==> src/rtl/imem_loader.sv <==
// -----------------------------------------------------------------------------
// imem_loader
//
// Boot-time loader for the instruction memory. It takes a byte stream from a
// host/boot channel, packs every four bytes into one 32-bit instruction word
// and writes that word to the instruction memory. Word addresses start at 0
// and go up by one word (byte address +4) for each word written. The CPU is
// held (PCWrite gated) until the whole image has been written.
//
// Optional feature, macro IMEM_LOADER_CHECKSUM_EN:
//   After the last word, four more bytes are received as a checksum word.
//   These bytes are never written to memory. The checksum word is compared
//   with the mod-2^32 sum of all written words. On a mismatch o_checksum_err
//   goes high and stays high until the next accepted start or reset.
//
// Parameters:
//   ADDR_WIDTH      word-index width; memory depth is 2**ADDR_WIDTH words
//                   (must be <= 30)
//   BYTE_BIG_ENDIAN 1: first byte of a word -> [31:24]; 0: first byte -> [7:0]
//
// Ports:
//   i_clk           system clock, rising edge
//   i_reset         synchronous, active-high reset
//   i_start         one-cycle pulse that begins a load (sampled only in IDLE)
//   i_load_len      number of words to load, sampled together with i_start
//   i_byte_valid    i_byte_data holds a valid byte
//   i_byte_data     incoming byte
//   o_byte_ready    the loader accepts a byte this cycle
//   o_mem_we        instruction memory write enable
//   o_mem_addr      byte address of the word being written (word_idx << 2)
//   o_mem_wdata     assembled instruction word
//   o_busy          a load is in progress
//   o_hold_cpu      gates PCWrite low while high
//   o_done          one-cycle pulse when the load completes
//   o_checksum_err  checksum mismatch flag (IMEM_LOADER_CHECKSUM_EN only)
//
// States:
//   ST_IDLE  | waiting for i_start
//   ST_RECV  | collecting the 4 bytes of an instruction word
//   ST_WRITE | single-cycle memory write of the assembled word
//   ST_CHECK | collecting the 4-byte checksum word (checksum build only)
//   ST_DONE  | one-cycle completion pulse, then back to IDLE
// -----------------------------------------------------------------------------
module imem_loader #(
  parameter int ADDR_WIDTH      = 8,
  parameter int BYTE_BIG_ENDIAN = 1
) (
  input  logic                  i_clk,
  input  logic                  i_reset,
  input  logic                  i_start,
  input  logic [ADDR_WIDTH:0]   i_load_len,
  input  logic                  i_byte_valid,
  input  logic [7:0]            i_byte_data,
  output logic                  o_byte_ready,
  output logic                  o_mem_we,
  output logic [31:0]           o_mem_addr,
  output logic [31:0]           o_mem_wdata,
  output logic                  o_busy,
  output logic                  o_hold_cpu,
  output logic                  o_done
`ifdef IMEM_LOADER_CHECKSUM_EN
  ,
  output logic                  o_checksum_err
`endif
);

`ifdef IMEM_LOADER_CHECKSUM_EN
  typedef enum logic [2:0] {
    ST_IDLE  = 3'd0,
    ST_RECV  = 3'd1,
    ST_WRITE = 3'd2,
    ST_DONE  = 3'd3,
    ST_CHECK = 3'd4
  } state_t;
`else
  typedef enum logic [1:0] {
    ST_IDLE  = 2'd0,
    ST_RECV  = 2'd1,
    ST_WRITE = 2'd2,
    ST_DONE  = 2'd3
  } state_t;
`endif

  // Memory depth in words; also the upper bound applied to i_load_len.
  localparam logic [ADDR_WIDTH:0] DEPTH = {1'b1, {ADDR_WIDTH{1'b0}}};

  state_t                r_state;
  logic [ADDR_WIDTH:0]   r_len;
  // One bit wider than the memory index so a full-depth load reaches
  // word_idx+1 == DEPTH without wrapping back to 0.
  logic [ADDR_WIDTH:0]   r_word_idx;
  logic [1:0]            r_byte_cnt;
  logic [31:0]           r_shift;
`ifdef IMEM_LOADER_CHECKSUM_EN
  logic [31:0]           r_sum;
`endif

  logic [ADDR_WIDTH:0]   w_len_clamped;
  logic [ADDR_WIDTH:0]   w_idx_next;
  logic [31:0]           w_next_word;
  logic [31:0]           w_word_addr;
  logic                  w_take;

  assign w_len_clamped = (i_load_len > DEPTH) ? DEPTH : i_load_len;
  assign w_idx_next    = r_word_idx + {{ADDR_WIDTH{1'b0}}, 1'b1};
  assign w_word_addr   = {{(30-ADDR_WIDTH){1'b0}}, r_word_idx[ADDR_WIDTH-1:0], 2'b00};
  assign w_take        = i_byte_valid && o_byte_ready;

  // Big-endian shifts bytes in from the bottom, so the first byte ends in
  // [31:24]. Little-endian shifts in from the top, so the first byte ends in [7:0].
  assign w_next_word = (BYTE_BIG_ENDIAN != 0) ? {r_shift[23:0], i_byte_data}
                                              : {i_byte_data, r_shift[31:8]};

  always_ff @(posedge i_clk) begin
    if (i_reset) begin
      r_state        <= ST_IDLE;
      r_len          <= '0;
      r_word_idx     <= '0;
      r_byte_cnt     <= '0;
      r_shift        <= '0;
      o_byte_ready   <= 1'b0;
      o_mem_we       <= 1'b0;
      o_mem_addr     <= '0;
      o_mem_wdata    <= '0;
      o_busy         <= 1'b0;
      o_hold_cpu     <= 1'b0;
      o_done         <= 1'b0;
`ifdef IMEM_LOADER_CHECKSUM_EN
      r_sum          <= '0;
      o_checksum_err <= 1'b0;
`endif
    end else begin
      o_mem_we <= 1'b0;
      o_done   <= 1'b0;

      case (r_state)
        ST_IDLE: begin
          if (i_start) begin
            r_len      <= w_len_clamped;
            r_word_idx <= '0;
            r_byte_cnt <= '0;
            r_shift    <= '0;
`ifdef IMEM_LOADER_CHECKSUM_EN
            r_sum          <= '0;
            o_checksum_err <= 1'b0;
`endif
            if (w_len_clamped == '0) begin
              r_state <= ST_DONE;
              o_done  <= 1'b1;
            end else begin
              r_state      <= ST_RECV;
              o_byte_ready <= 1'b1;
              o_busy       <= 1'b1;
              o_hold_cpu   <= 1'b1;
            end
          end
        end

        ST_RECV: begin
          if (w_take) begin
            r_shift    <= w_next_word;
            r_byte_cnt <= r_byte_cnt + 2'd1;
            if (r_byte_cnt == 2'd3) begin
              r_state      <= ST_WRITE;
              o_byte_ready <= 1'b0;
              o_mem_we     <= 1'b1;
              o_mem_addr   <= w_word_addr;
              o_mem_wdata  <= w_next_word;
`ifdef IMEM_LOADER_CHECKSUM_EN
              r_sum        <= r_sum + w_next_word;
`endif
            end
          end
        end

        ST_WRITE: begin
          r_word_idx <= w_idx_next;
          r_byte_cnt <= '0;
          if (w_idx_next == r_len) begin
`ifdef IMEM_LOADER_CHECKSUM_EN
            r_state      <= ST_CHECK;
            o_byte_ready <= 1'b1;
`else
            r_state    <= ST_DONE;
            o_done     <= 1'b1;
            o_busy     <= 1'b0;
            o_hold_cpu <= 1'b0;
`endif
          end else begin
            r_state      <= ST_RECV;
            o_byte_ready <= 1'b1;
          end
        end

`ifdef IMEM_LOADER_CHECKSUM_EN
        ST_CHECK: begin
          if (w_take) begin
            r_shift    <= w_next_word;
            r_byte_cnt <= r_byte_cnt + 2'd1;
            if (r_byte_cnt == 2'd3) begin
              r_state        <= ST_DONE;
              o_byte_ready   <= 1'b0;
              o_done         <= 1'b1;
              o_busy         <= 1'b0;
              o_hold_cpu     <= 1'b0;
              o_checksum_err <= (w_next_word != r_sum);
            end
          end
        end
`endif

        ST_DONE: begin
          r_state <= ST_IDLE;
        end

        default: begin
          r_state      <= ST_IDLE;
          o_byte_ready <= 1'b0;
          o_busy       <= 1'b0;
          o_hold_cpu   <= 1'b0;
        end
      endcase
    end
  end

endmodule

==> config.mk <==
export PLATFORM = sky130hd
export DESIGN_NAME = imem_loader
export DESIGN_NICKNAME = d
export VERILOG_FILES = /design/src/rtl/imem_loader.sv
export SDC_FILE = /design/constraint.sdc
export NUM_CORES = 1
export LEC_CHECK = 0
export ABC_AREA = 1
export BUFFER_PORTS_ARGS = -buffer_cell sky130_fd_sc_hd__buf_4
export CORE_ASPECT_RATIO = 0.75
export CORE_UTILIZATION = 40
export DETAILED_ROUTE_END_ITERATION = 12
export PLACE_DENSITY_LB_ADDON = 0.2
export SLEW_MARGIN = 20
export SYNTH_ARGS = -nofsm -noshare
export SYNTH_HDL_FRONTEND = slang
export SYNTH_SLANG_ARGS = --single-unit
==> constraint.sdc <==
create_clock -name i_clk -period 2.3 [get_ports i_clk]
set_clock_uncertainty 0.15 [all_clocks]
set_input_delay 0.23 -clock i_clk [delete_from_list [all_inputs] [get_ports i_clk]]
set_output_delay 0.23 -clock i_clk [all_outputs]
set_load 0.01 [all_outputs]
# Yosys cells after proc, flatten, opt, wreduce, memory -nomap -nowiden
# Cells that the tools add are included.
# word_totals
elab_cells	70
reg_bits	90
out_inout_bits	69
inputBits	21
# classes
eq_ne	11
n_bitwise	2
order_cmp	1
addsub	2
reduce_logical	15
muxes	28
# ops
cell	count
two-way mux 24 bit	2
case mux 24 bit (2 select lines)	1
two-way mux 9 bit	2
case mux 9 bit (2 select lines)	1
two-way mux 2 bit	7
inequality test 2 bit, second input constant	6
AND reduction 3 bit	4
two-way mux 1 bit	10
adder 9 x 1 -> 9 bit, second input constant	1
equality test 9 bit	1
> comparator 9 bit, second input constant	1
zero test 9 bit	1
case mux 2 bit (4 select lines)	1
equality test 2 bit, second input constant	3
case mux 2 bit (3 select lines)	1
AND reduction 6 bit	1
case mux 1 bit (2 select lines)	2
AND reduction 2 bit	2
AND reduction 4 bit	1
nonzero test 2 bit	2
case mux 1 bit (3 select lines)	1
nonzero test 3 bit	1
OR reduction 3 bit	1
adder 2 x 1 -> 2 bit, second input constant	1
4 further kinds	5

# Logic depth before layout (Yosys ltp)
# Gate-level depths: netlist (run 1).
# depth
depth_word	6
mapped_depth	15
mapped_depth_nobuf	15

# Worst setup path after synthesis (run 1)
# No wires, ideal clock.
# synth_path
kind	reg-to-reg
startpoint	reg r_word_idx[1]
endpoint	reg o_hold_cpu
t_arrival_ns	1.442
setup_slack_ns	0.642
period_less_slack_ns	1.658
stages_incl_launch_ff	14
n_path_buf	0
setup_time_ns	0.066
t_required_ns	2.084
path_cell_list	dfxtp_1 > ha_1 > nand2_1 > inv_1 > nand3_1 > nand2_1 > nand2_1 > nand2_1 > nand2_1 > nor2_1 > nand2_2 > nand2_1 > nand2_1 > a21oi_2
# synth_between
elab_chain_len	4
# synth_rtl
item	line_no	rtl
start, declared	91	logic [ADDR_WIDTH:0] r_word_idx;
start signal, assigned	177	r_word_idx <= w_idx_next;
adder 9 x 1 -> 9 bit	105	assign w_idx_next = r_word_idx + {{ADDR_WIDTH{1'b0}}, 1'b1};
equality test 9 bit	179	if (w_idx_next == r_len) begin
inequality test 2 bit (no line)	-	
AND reduction 4 bit (no line)	-	
end signal, assigned	126	o_hold_cpu <= 1'b0;
end signal, assigned	187	o_hold_cpu <= 1'b0;
end signal, assigned	220	o_hold_cpu <= 1'b0;
end, declared	59	output logic o_hold_cpu,
# No other way between the ends.
# A chain may end at the register's enable or synchronous reset.

# Final worst setup path (run 1)
# layout_path
startpoint	reg r_word_idx[0]
endpoint	reg o_hold_cpu
# Same word-level chain as after synthesis.

==> run_results.csv, run 1 <==
group,metric,value,unit
die,io_pins,90,
critical_path,startpoint,"r_word_idx[0]",
hold_path,hold_depth,3,
synth,netlist_instances,528,
critical_path,crit_fanout,9,
place,pre_cts_ws,5.086,ps
cts,clock_latency,340,ps
critical_path,required,2430,ps
die,row_count,30,
place,dp_hpwl,6216,µm
synth,yosysUniqueCellTypes,27,
timing,rsz0062_at_grt,"no",
place,gp_congestion,0.8438,
critical_path,setup.worst_path.end_class,"flop",
synth,async_flop_share,0,%
global_routing,grt_pass1_vias,3257,
timing,finalCriticalPeriod,2082,ps
timing,setup_viol,0,
timing,worst_slew_pin_slew,671.5,ps
die,start_util,41.77,%
synth,syn_area_per_cell,7.275,µm²
power,pwr-share-clk,39.3,%
synth,yosys.area_share.adder,0.6515,%
die,fp.coreArea,9196,µm²
critical_path,critPathArrivalTime,2210,ps
cts,cts_tree,"done",
synth,synthesis.area,3841,µm²
global_routing,antenna_found_initial,0,
finish,area_delta_synth_final,22.77,%
critical_path,setup.worst_path.start_class,"flop",
power,p_int,2.669,mW
hold_path,min-delay-start,"i_byte_data[3]",
timing,setup_slack,218.1,ps
critical_path,reg2reg_slack,220,ps
synth,ys_ff_latch,90,
synth,synth_flop_cell,"dfxtp_1",
timing,slew_violations,0,
drt,drc,0,
cts,ctsLongestPathBuffers,2,
timing,fin_worst_hold_slack,14.98,ps
die,fp.dieW,115.2,µm
cts,htree_levels,3,
drt,routed_via_density,4.855,
synth,yosys.area_share.simple,23.36,%
synth,synth_area_leader_cell,"dfxtp_1",
global_routing,overflow,0,
critical_path,timing.rr.start,"r_word_idx[0]",
synth,synth_top_family_by_area,"simple AND/OR/NAND/NOR gates",
finish,fin_cells,724,
synth,synthTopCellsByArea,"dfxtp_1, nor2_1, o21ai_0",
synth,synth_warnings,0,
drt,avgRoutedWirePerCell,12.90,µm
synth,synth_top_area_share,46.91,%
critical_path,r2r_cells,10,
hold_path,hp-class,"in2reg",
power,power_frac_seq,47.3,%
cts,clock-root-buffer,"clkbuf_16",
drt,dr.first_iter.drc_count,268,
synth,synthXorXnorAreaFrac,0.2280,%
cts,cts_setup_buffers,0,
finish,num_antenna_cells,0,
power,ir_worst_vdd,0.3781,mV
timing,fmax,480.3,MHz
synth,synth-compound-area-share,17.52,%
synth,synth_mux_area_share,0,%
run_status,status,"finished, final reports clean",
timing,fin_crit_sh,90.52,%
die,die-area,10000,µm²
place,placed_cells,700,
cts,clock-sinks,90,
finish,drive_gt1_share,16.78,%
cts,cts_buffers,9,
power,netSwitchingFraction,27.23,%
drt,vias,3515,
run,cap_violations,0,
critical_path,worstSetupPathType,"reg2reg",
drt,final_antenna_net_count,0,
synth,synth_edf_count,0,
hold_path,min_to,"r_shift[3]",
timing,hold_viol_final,0,
cts,clk_pin_slew,60,ps
critical_path,timing.rr.end,"o_hold_cpu",
global_routing,grt_max_degree,71,
global_routing,grt_pass1_wl,15680,µm
drt,wl,9337,µm
power,p_switching,999.1,µW
timing,max-slew-margin-rel,55.17,%
power,p_leak,2.198,nW
global_routing,grt_use_total,20.08,%
finish,nNetsFinal,614,
finish,final_util,51.28,%
die,die_h,86.87,µm
timing,finalSetupTns,0,ps
drt,drt-pass1-iter-count,4,
power,p_per_area,777.9,nW/µm²
synth,yosysSeqAreaShare,46.91,%
place,port_buffers,65,
power,combPwrFrac,13.4,%
registers in the layout (all words and copies together), names as in the netlist:
name and cells:
r_len 9, o_byte_ready 1, r_byte_cnt 2, r_word_idx 9, r_state 2, o_done 1, o_mem_wdata 32, o_mem_addr 8
o_hold_cpu 1, r_shift 24, o_mem_we 1
cell type report:
class                      count  area (µm²)
clock buffer                   9       225.2
tap                          128       160.2
fill                         906        4481
timing repair buffer          79       625.6
multi-input combinational    375        1699
clock inverter                 7       68.82
inverter                      36       135.1
sequential                    90        1802
timing repair:
item                                    CTS  global route
endpoints found under the hold margin     8             0
hold buffers                              8             0
resized for setup                         1             0
endpoints found under the setup margin   10             0
worst max-delay path, cell delays in order (launching register included):
cell and delay, ps:
dfxtp_1 500, ha_1 250, nand3_1 150, o21bai_1 200
nand2_1 90, xnor2_1 130, nor2_1 170, nand2_2 120
nand2_1 90, nand2_1 60, a21oi_2 100
cell usage after synthesis (6+ instances only):
| master | n |
|---|---|
| nor2_1 | 108 |
| buf_2 | 9 |
| nand2_1 | 76 |
| clkbuf_1 | 15 |
| buf_4 | 26 |
| o21ai_1 | 14 |
| inv_1 | 30 |
| o21ai_0 | 58 |
| a21oi_1 | 52 |
| inv_2 | 6 |
| nand3_1 | 23 |
| dfxtp_1 | 90 |
worst max path at each step:
stage	endpoint	slack [ps]	cells after the start
floorplan	o_hold_cpu	640	13
global placement	r_shift[8]	90	7
detailed placement	r_shift[20]	5	7
CTS	o_hold_cpu	240	10
global route	o_hold_cpu	9	10
finish	o_hold_cpu	220	10
power by group through the flow:
stage	combinational [mW]	sequential [mW]	clock, mW
after global routing	0.557	1.75	1.55
after global placement	0.465	1.77	0
after detailed placement	0.475	1.77	0
after CTS	0.491	1.73	1.48
final	0.491	1.74	1.44
after floorplan	0.371	1.74	0
per-layer routing:
metal,part of all wire (%),wire (µm),track usage (%)
met5,0,0,0
met4,0.55,51,5.431
met3,5.7,532,5.706
met2,43,3999,29.24
met1,51,4753,28.89
cells by family after synthesis:
| group | Yosys count |
|---|---|
| simple gates | 217 |
| other cells | 1 |
| compound gates | 131 |
| fa+ha+maj | 2 |
| xor+xnor | 1 |
| buf+inv | 86 |
| flops | 90 |
cells in the final DEF, fill, tap and decap left out, drive strengths merged, types with 3 or more instances in the layout:
master       netlist  routed
nand3             23      23
dfxtp             90      90
nor2             113     113
a21oi             53      53
buf               35      71
o21ai             72      72
nand2             77      77
inv               36      37
clkbuf            15       9
dlygate4sd3        0       8
conb               1      24
clkinv             0       3
metrics by stage:
step | power, mW | area [µm²]
floorplan | 2.114 | 3928
global placement | 2.230 | 4337
detailed placement | 2.241 | 4337
CTS | 3.708 | 4716
global route | 3.850 | 4716
finish | 3.669 | 4716
(Power assumes the default switching activity.)
==> run 2, diff against run 1 <==
Settings changed: CORE_ASPECT_RATIO 0.75 to 2, MAX_ROUTING_LAYER set to met4, SETUP_SLACK_MARGIN set to 0.02.
==> run 2 against run 1 <==
Setup slack better by 64 ps. Critical endpoint unchanged. The flow now finishes with violations (design-rule violations). Clock-buffer cell count up 1. Via count down 0.80%. Fmax up 3.2%. Global-route usage up 1.3 points. Clock power down 7%. Largest power group unchanged. Final cell count down 3.5%. Combinational power about the same. Register-to-register slack better by 60 ps.
==> run_results.csv, run 2 (synthesis results as in run 1) <==
group,metric,value,unit
run_status,status,"finished with violations",
run_status,violations,"design-rule violations",
die,fp.dieW,71.29,µm
critical_path,startpoint,"r_word_idx[1]",
die,die-area,10020,µm²
timing,rsz0062_at_grt,"no",
cts,cts_buffers,9,
critical_path,required,2430,ps
cts,ctsLongestPathBuffers,2,
finish,drive_gt1_share,16.97,%
die,io_pins,90,
critical_path,r2r_cells,13,
finish,final_common_cell,"nor2_1",
critical_path,reg2reg_slack,280,ps
place,gp_congestion,0.8493,
finish,num_antenna_cells,0,
finish,fill_cells,951,
die,die_h,140.6,µm
timing,hold_viol_final,0,
die,start_util,41.21,%
die,fp.coreArea,9321,µm²
critical_path,worstSetupPathType,"reg2reg",
global_routing,grt_use_total,21.41,%
cts,clock-root-buffer,"clkbuf_16",
finish,mostFrequentLayoutCells,"nor2_1, dfxtp_1, nand2_1",
cts,clock_latency,340,ps
die,row_count,50,
cts,clk_pin_slew,60,ps
critical_path,cp_slowest_cell,"dfxtp_1",
drt,avgRoutedWirePerCell,14.10,µm
cts,clock-sinks,90,
critical_path,crit_fanout,6,
drt,drc,6,
power,p_leak,2.187,nW
finish,nNetsFinal,614,
finish,largest_reg_flops,32,
drt,wl,9855,µm
drt,vias,3487,
power,p_per_area,768.7,nW/µm²
critical_path,timing.rr.start,"r_word_idx[1]",
global_routing,grt_pass1_vias,3377,
critical_path,crit_chain,"ha_1 > nand3_1 > inv_1 > nand2_1 > nand2_1 > nand2_1 > nand2_1 > nand3_1 > nor2_1 > nand2_2 > nand2_1 > nand2_1 > a21oi_2",
timing,fin_worst_hold_slack,3.641,ps
timing,slew_violations,0,
drt,drt-pass1-iter-count,8,
critical_path,critPathArrivalTime,2140,ps
timing,setup_viol,0,
power,finalPower,3.573,mW
finish,top_register,"o_mem_wdata",
critical_path,max_stage_delay,440,ps
timing,finalCriticalPeriod,2017,ps
critical_path,setup.worst_path.start_class,"flop",
hold_path,hp-class,"in2reg",
cts,cts_tree,"done",
timing,max-slew-margin-rel,57.75,%
critical_path,cpMostUsedCell,"nand2_1",
finish,final_util,49.87,%
drt,dr.first_iter.drc_count,240,
place,port_buffers,65,
critical_path,timing.rr.end,"o_hold_cpu",
cts,cts_setup_buffers,0,
place,dp_hpwl,7066,µm
timing,finalSetupTns,0,ps
timing,fin_crit_sh,87.72,%
drt,routed_via_density,4.989,
drt,final_antenna_net_count,0,
run,cap_violations,0,
finish,top_regs,"o_mem_wdata: 32 flops, r_shift: 24 flops",
global_routing,overflow,0,
global_routing,grt_pass1_wl,16090,µm
power,ir_worst_vdd,0.4848,mV
cts,htree_levels,3,
global_routing,grt_max_degree,50,
timing,worst_slew_pin_slew,632.9,ps
critical_path,crit_end,"o_hold_cpu",
critical_path,setup.worst_path.end_class,"flop",
global_routing,antenna_found_initial,0,
finish,area_delta_synth_final,21.01,%
timing,fmax,495.7,MHz
-- run 2: cell types whose count changed in the layout (fill, tap and decap cells not counted) --
cell	delta
clkbuf_8	+1
buf_4	+2
bufinv_16	-1
inv_6	-1
dfxtp_2	+1
buf_12	-1
dfxtp_1	-1
clkinv_4	+1
clkinvlp_4	-1
dlygate4sd3_1	-1
-- run 2: stage by stage --
stage / setup slack, ps / instance area (µm²) / std cells
final: 282.5 / 4648 / 699
after global routing: 74.44 / 4648 / 699
after CTS: 161.5 / 4647 / 699
after detailed placement: 15.63 / 4302 / 677
after global placement: 74.59 / 4302 / 677
after floorplan: 641.8 / 3928 / 551
-- run 2: where the power goes --
part / leakage (nW) / total [mW] / switching (mW) / internal, mW
combinational: 1.32 / 0.492 / 0.321 / 0.171
sequential: 0.732 / 1.74 / 0.0848 / 1.66
clock: 0.134 / 1.34 / 0.589 / 0.751
-- run 2: critical path: cells and delay by family, from the launching register on --
| kind | cells | cell delay (ps) |
|---|---|---|
| adders and majority gates | 1 | 240 |
| and+or+nand+nor | 10 | 930 |
| DFF | 1 | 440 |
| buffers and inverters | 1 | 90 |
| AOI/OAI and AO/OA | 1 | 100 |
-- run 2: cell type report --
cell class	instances	area [µm²]	share of cell area [%]
sequential	90	1803	38.79
clock buffer	10	239.0	5.141
tap	104	130.1	2.799
multi-input combinational	375	1699	36.55
inverter	36	135.1	2.907
clock inverter	5	31.28	0.6729
timing repair buffer	79	610.6	13.14
-- run 2: what timing repair did --
| action | in CTS | in global routing |
|---|---|---|
| hold buffers | 7 | 0 |
| gates resized for setup | 1 | 1 |
| endpoints found under the hold margin | 9 | 0 |
| setup endpoints to repair | 1 | 1 |
-- run 2: routing by layer --
metal,vias up,track usage [%],routed length [µm]
met4,0,8.842,245
met5,-,-,0
met3,19,3.645,327
met2,66,38.75,5486
li1,1792,-,-
met1,1610,22.41,3796
-- run 2: how the worst min path moves through the flow --
stage                         from              to  slack [ps]  cells after the start
finish               i_load_len[7]        r_len[7]           4                      3
global route         i_load_len[7]        r_len[7]          20                      3
CTS                  i_load_len[7]        r_len[7]         0.9                      3
detailed placement   r_byte_cnt[1]   r_byte_cnt[1]         320                      2
global placement     r_byte_cnt[1]   r_byte_cnt[1]         310                      2
floorplan           i_byte_data[0]  o_mem_wdata[0]         210                      2
